[src/rtl/spi_flash_pkg.sv]
// Shared types and constants for the SPI flash transaction sequencer.
// Sequencer phases, byte-port states and common flash opcodes.
package spi_flash_pkg;

    typedef enum logic [2:0] {
        ST_IDLE,
        ST_SETUP,
        ST_CMD,
        ST_ADDR,
        ST_DUMMY,
        ST_DATA,
        ST_HOLD,
        ST_FIN
    } xfer_state_t;

    typedef enum logic [1:0] {
        PT_IDLE,
        PT_WAIT,
        PT_GAP
    } port_state_t;

    localparam logic [7:0] OP_READ    = 8'h03;
    localparam logic [7:0] OP_PP      = 8'h02;
    localparam logic [7:0] OP_WREN    = 8'h06;
    localparam logic [7:0] OP_RDSR    = 8'h05;
    localparam logic [7:0] OP_RDID    = 8'h9F;
    localparam logic [7:0] DUMMY_BYTE = 8'h00;

endpackage

[src/rtl/spi_byte_port.sv]
// Single-byte req/ack handshake with the byte-level SPI master.
// A byte is accepted only from PT_IDLE; PT_GAP keeps wr_req low long enough for the master to settle.
module spi_byte_port
    import spi_flash_pkg::*;
(
    input  logic       sys_clk,
    input  logic       rst,
    input  logic       load,
    input  logic [7:0] tx,
    output logic       idle,
    output logic       done,
    output logic [7:0] rx,
    output logic       wr_req,
    output logic [7:0] data_in,
    input  logic       wr_ack,
    input  logic [7:0] data_out
);

    port_state_t st, st_nx;

    always_ff @(posedge sys_clk or posedge rst) begin
        if (rst) st <= PT_IDLE;
        else     st <= st_nx;
    end

    always_comb begin
        st_nx = st;
        case (st)
            PT_IDLE: if (load)   st_nx = PT_WAIT;
            PT_WAIT: if (wr_ack) st_nx = PT_GAP;
            default:             st_nx = PT_IDLE;
        endcase
    end

    assign idle   = (st == PT_IDLE);
    assign wr_req = (st == PT_WAIT);

    always_ff @(posedge sys_clk or posedge rst) begin
        if (rst) begin
            data_in <= 8'h00;
            rx      <= 8'h00;
            done    <= 1'b0;
        end else begin
            done <= 1'b0;
            if (st == PT_IDLE && load) data_in <= tx;
            if (st == PT_WAIT && wr_ack) begin
                rx   <= data_out;
                done <= 1'b1;
            end
        end
    end

endmodule

[src/rtl/spi_flash_xfer_ctrl.sv]
// Turns one flash command request into a complete nCS-framed SPI transaction.
// Sequences opcode/address/dummy/data phases; byte-level handshaking lives in spi_byte_port.
module spi_flash_xfer_ctrl
    import spi_flash_pkg::*;
#(
    parameter int ADDR_W   = 24,
    parameter int LEN_W    = 9,
    parameter int CS_SETUP = 2,
    parameter int CS_HOLD  = 2
) (
    input  logic              sys_clk,
    input  logic              rst,
    input  logic              cmd_req,
    output logic              cmd_ack,
    input  logic [7:0]        cmd_code,
    input  logic [ADDR_W-1:0] cmd_addr,
    input  logic              cmd_has_addr,
    input  logic [3:0]        cmd_dummy,
    input  logic [LEN_W-1:0]  cmd_len,
    input  logic              cmd_dir,
    input  logic [7:0]        wdata,
    input  logic              wdata_valid,
    output logic              wdata_ready,
    output logic [7:0]        rdata,
    output logic              rdata_valid,
    output logic              busy,
    output logic              done,
    output logic              spi_nCS_ctrl,
    output logic              spi_wr_req,
    output logic [7:0]        spi_data_in,
    input  logic              spi_wr_ack,
    input  logic [7:0]        spi_data_out
);

    xfer_state_t       state, state_nx;
    logic [7:0]        code_q;
    logic [ADDR_W-1:0] addr_sr;
    logic              has_addr_q;
    logic [3:0]        dummy_q;
    logic [LEN_W-1:0]  len_q, cnt;
    logic              dir_q;
    logic [7:0]        tcnt;
    logic              load, port_idle, port_done;
    logic [7:0]        tx;

    // First non-empty phase following 'from'; empty phases cost no byte slots.
    function automatic xfer_state_t next_phase(input xfer_state_t from);
        if (from == ST_CMD && has_addr_q)              return ST_ADDR;
        if (from != ST_DUMMY && dummy_q != 4'd0)       return ST_DUMMY;
        if (len_q != '0)                               return ST_DATA;
        return ST_HOLD;
    endfunction

    always_ff @(posedge sys_clk or posedge rst) begin
        if (rst) state <= ST_IDLE;
        else     state <= state_nx;
    end

    // The last phase byte's done arrives one cycle after its ack, so HOLD needs CS_HOLD-1 more cycles.
    always_comb begin
        state_nx    = state;
        load        = 1'b0;
        tx          = DUMMY_BYTE;
        wdata_ready = 1'b0;
        case (state)
            ST_IDLE:  if (cmd_req) state_nx = ST_SETUP;
            ST_SETUP: if (tcnt == 8'(CS_SETUP - 1)) begin
                load     = 1'b1;
                tx       = code_q;
                state_nx = ST_CMD;
            end
            ST_CMD:   if (port_done) state_nx = next_phase(ST_CMD);
            ST_ADDR: begin
                tx   = addr_sr[ADDR_W-1 -: 8];
                load = port_idle;
                if (port_done && cnt == LEN_W'(1)) state_nx = next_phase(ST_ADDR);
            end
            ST_DUMMY: begin
                load = port_idle;
                if (port_done && cnt == LEN_W'(1)) state_nx = next_phase(ST_DUMMY);
            end
            ST_DATA: begin
                if (dir_q) begin
                    tx          = wdata;
                    load        = port_idle && wdata_valid;
                    wdata_ready = load;
                end else begin
                    load = port_idle;
                end
                if (port_done && cnt == LEN_W'(1)) state_nx = ST_HOLD;
            end
            ST_HOLD:  if (tcnt == 8'(CS_HOLD - 2)) state_nx = ST_FIN;
            default:  state_nx = ST_IDLE;
        endcase
    end

    always_ff @(posedge sys_clk or posedge rst) begin
        if (rst) begin
            cmd_ack    <= 1'b0;
            tcnt       <= 8'd0;
            code_q     <= 8'h00;
            addr_sr    <= '0;
            has_addr_q <= 1'b0;
            dummy_q    <= 4'd0;
            len_q      <= '0;
            dir_q      <= 1'b0;
            cnt        <= '0;
        end else begin
            cmd_ack <= (state == ST_IDLE) && cmd_req;
            tcnt    <= (state_nx != state) ? 8'd0 : tcnt + 8'd1;
            if (state == ST_IDLE && cmd_req) begin
                code_q     <= cmd_code;
                addr_sr    <= cmd_addr;
                has_addr_q <= cmd_has_addr;
                dummy_q    <= cmd_dummy;
                len_q      <= cmd_len;
                dir_q      <= cmd_dir;
            end
            if (state_nx != state) begin
                case (state_nx)
                    ST_ADDR:  cnt <= LEN_W'(ADDR_W / 8);
                    ST_DUMMY: cnt <= LEN_W'(dummy_q);
                    ST_DATA:  cnt <= len_q;
                    default:  ;
                endcase
            end else if (port_done) begin
                cnt <= cnt - LEN_W'(1);
            end
            if (state == ST_ADDR && port_done) addr_sr <= addr_sr << 8;
        end
    end

    assign busy         = (state != ST_IDLE) && (state != ST_FIN);
    assign done         = (state == ST_FIN);
    assign spi_nCS_ctrl = (state == ST_IDLE) || (state == ST_FIN);
    assign rdata_valid  = port_done && (state == ST_DATA) && !dir_q;

    spi_byte_port u_port (
        .sys_clk  (sys_clk),
        .rst      (rst),
        .load     (load),
        .tx       (tx),
        .idle     (port_idle),
        .done     (port_done),
        .rx       (rdata),
        .wr_req   (spi_wr_req),
        .data_in  (spi_data_in),
        .wr_ack   (spi_wr_ack),
        .data_out (spi_data_out)
    );

endmodule

[config.mk]
export PLATFORM = sky130hd
export DESIGN_NAME = spi_flash_xfer_ctrl
export DESIGN_NICKNAME = d
export VERILOG_FILES = /design/src/rtl/spi_flash_pkg.sv /design/src/rtl/spi_byte_port.sv /design/src/rtl/spi_flash_xfer_ctrl.sv
export SDC_FILE = /design/constraint.sdc
export NUM_CORES = 1
export LEC_CHECK = 0
export ABC_AREA = 1
export BUFFER_PORTS_ARGS = -buffer_cell sky130_fd_sc_hd__buf_2
export CELL_PAD_IN_SITES_DETAIL_PLACEMENT = 1
export CELL_PAD_IN_SITES_GLOBAL_PLACEMENT = 2
export CORE_MARGIN = 4
export CORE_UTILIZATION = 34
export DETAILED_ROUTE_END_ITERATION = 10
export GPL_TIMING_DRIVEN = 0
export PLACE_DENSITY = 0.92
export SETUP_SLACK_MARGIN = 0.15
export SLEW_MARGIN = 30
export SYNTH_ARGS = -nofsm -noshare
export SYNTH_HDL_FRONTEND = slang
export SYNTH_SLANG_ARGS = --single-unit
export TNS_END_PERCENT = 10
[constraint.sdc]
create_clock -name sys_clk -period 6.3 [get_ports sys_clk]
set_input_delay 0.63 -clock sys_clk [delete_from_list [all_inputs] [get_ports sys_clk]]
set_output_delay 0.63 -clock sys_clk [all_outputs]
set_load 0.005 [all_outputs]
==> flow_summary.json <==
{
  "status": "finished, final reports clean",
  "rr_worst_depth": 17,
  "cts_tree": "yes",
  "cp-end-kind": "primary output",
  "start_util": 0.351,
  "area_delta_synth_final_pct": 21.6,
  "path_cells": "inv_2, nand3_1, clkbuf_1, nor3_1, buf_2",
  "p_int_mw": 1.52,
  "drtIter0Drc": 132,
  "synth_top_area_frac": 0.487,
  "postCtsSetupBuffers": 0,
  "syn_area_um2": 4470,
  "syn_nets": 631,
  "ir_drop_mv": 0.179,
  "path_class": "reg -> out",
  "grt_pass1_vias": 4527,
  "stdcell_area_um2": 5430,
  "vias_per_cell": 4.86,
  "htreeDepth": 3,
  "cp.arrival_ps": 2010,
  "fin_worst_skew_ps": 8.94,
  "holdWs_ps": 222,
  "synth_enable_flop_cells": 0,
  "period_share": 0.418,
  "clkLatencyLatePin_ps": 340,
  "nFillCells": 1624,
  "netlist_instances": 558,
  "cp_top_family": "buffers and inverters",
  "min_path_type": "in -> async",
  "setup_violations": 0,
  "report.final.slew_viol_count": 0,
  "gp_congestion": 0.882,
  "wirelength_mm": 13.2,
  "r2r-end": "cnt[7]",
  "power_density_nw_per_um2": 513,
  "ys_top_cells_by_count": "nand2_1 (199), dfrtp_1 (87), nor2_1 (60)",
  "r2r_slack_ps": 3920,
  "cts_buffers": 9,
  "relSlewSlack": 0.574,
  "nNetsFinal": 733,
  "path_max_fanout": 10,
  "dpl.hpwl_mm": 9.80,
  "multi_input_area_um2": 2000,
  "slowest_stage": "dfrtp_1",
  "clock_sinks": 87,
  "fmax_mhz": 379,
  "synth-main-ff-cell": "dfrtp_1",
  "grt_max_degree": 69,
  "tightest_slew_ps": 639,
  "critPathLaunch": "state[1]",
  "place_area_um2": 5170,
  "die_area_um2": 15000,
  "async_reset_ff_frac": 1.00,
  "critPathMaxStageDelay_ps": 460,
  "synth_cell_types": 39,
  "combPwrFrac": 0.485,
  "grt_overflow": 0,
  "finalHoldViolCount": 0,
  "drv_cap": 0,
  "cellLeakagePower_nw": 2.80,
  "diodes": 0,
  "cts_resized": 0,
  "vias": 4065,
  "cp.required_ps": 5670,
  "io_buffers": 90,
  "syn_avg_cell_area_um2": 8.01,
  "switching_share": 0.456,
  "grt_usage": 0.187,
  "crit_cells": 5,
  "rsz0062_at_grt": "no",
  "firstDrtPassIters": 4,
  "cts-root-buf": "clkbuf_16",
  "timing.rr.start": "cnt[1]",
  "clk_pin_slew_ps": 60,
  "core_area_um2": 12700,
  "seq_power_share": 0.338,
  "rows": 41,
  "synth_seq_cells": 87,
  "fin_setup_tns_ps": 0,
  "fp.dieW_um": 123,
  "regArea_um2": 2180,
  "synth.most_common_cell": "nand2_1",
  "path_buf_inv": 3,
  "die_h_um": 123,
  "ys_seq_area_frac": 0.487,
  "antenna_found_initial": 1,
  "ant_nets": 0,
  "routedWlPerCell_um": 15.8,
  "clock_path_buffers": 2,
  "grt_pass1_wl_mm": 22.2,
  "drc": 0,
  "cts_hold_buf": 0,
  "switchingPower_mw": 1.27,
  "synthTopCellsByArea": "dfrtp_1 (49%), nand2_1 (17%), nor2_1 (5.0%)",
  "ys_warn_count": 0,
  "drive_above_1_share": 0.229,
  "pwr-share-clk": 0.177,
  "ios": 91,
  "fin_crit_ps": 2640,
  "synth_top_cell_by_area": "dfrtp_1",
  "crit_path_start_kind": "flop"
}
==> how the worst max path moves through the flow <==
stage                        end
4_1_cts              rdata_valid
3_5_place_dp   u_port.data_in[2]
2_1_floorplan         addr_sr[0]
3_3_place_gp        u_port.rx[6]
6_report             rdata_valid
5_1_grt              rdata_valid
==> cell families after synthesis <==
logic type / count (synthesis) / synth area share
flip-flops: 87 / 0.487
buffers and inverters: 71 / 0.0647
AO/OA/AOI/OAI: 68 / 0.103
adder cells (fa/ha/maj): 5 / 0.0140
XOR/XNOR: 7 / 0.0137
AND/OR/NAND/NOR: 320 / 0.317
==> power groups by stage <==
stage	Combinational, mW	Sequential (mW)	Clock [mW]
detailed placement	1.36	0.947	0
global placement	1.30	0.940	0
global route	1.55	0.969	0.532
finish	1.35	0.941	0.495
floorplan	0.999	0.901	0
CTS	1.38	0.942	0.512
==> flip-flops by register name, summed over array words and instances, names as in the netlist <==
name / flops
addr_sr: 24
cnt: 9
len_q: 9
code_q: 8
tcnt: 8
u_port.data_in: 8
u_port.rx: 8
dummy_q: 4
state: 3
u_port.st: 2
cmd_ack: 1
dir_q: 1
has_addr_q: 1
u_port.done: 1
==> cells in the final DEF, fill, tap and decap left out, types with 8 or more instances in the layout <==
cell / netlist / final
a22o_1: 8 / 8
buf_2: 3 / 93
clkbuf_16: 0 / 9
dfrtp_1: 87 / 87
inv_1: 46 / 45
nand2_1: 199 / 199
nand3_1: 23 / 23
nor2_1: 60 / 60
o211ai_1: 9 / 9
o21ai_0: 21 / 21
o22ai_1: 16 / 16
==> layer usage <==
metal | vias to the layer above | part of all wire | global-route usage
met5 | - | 0.00091 | 0
met4 | 2 | 0.023 | 0.0644
met3 | 27 | 0.038 | 0.0323
met2 | 98 | 0.51 | 0.333
met1 | 1962 | 0.43 | 0.227
li1 | 1976 | - | -
==> area by class of cell <==
| type | instances | area share |
|---|---|---|
| multi-input combinational | 400 | 0.368 |
| sequential | 87 | 0.401 |
| tap | 172 | 0.0396 |
| timing repair buffer | 91 | 0.0880 |
| buffer | 16 | 0.0152 |
| inverter | 55 | 0.0389 |
| clock inverter | 6 | 0.00691 |
| clock buffer | 10 | 0.0421 |
==> stage by stage <==
stage / cells / worst slack [ps] / utilization / power (mW)
floorplan: 558 / 3420 / - / 1.90
global placement: 820 / 2280 / 0.404 / 2.24
detailed placement: 821 / 3850 / 0.406 / 2.31
CTS: 837 / 3650 / 0.427 / 2.84
global route: 837 / 3580 / 0.427 / 3.05
finish: 837 / 3660 / 0.427 / 2.79
Power figures use the tool's default switching activity.
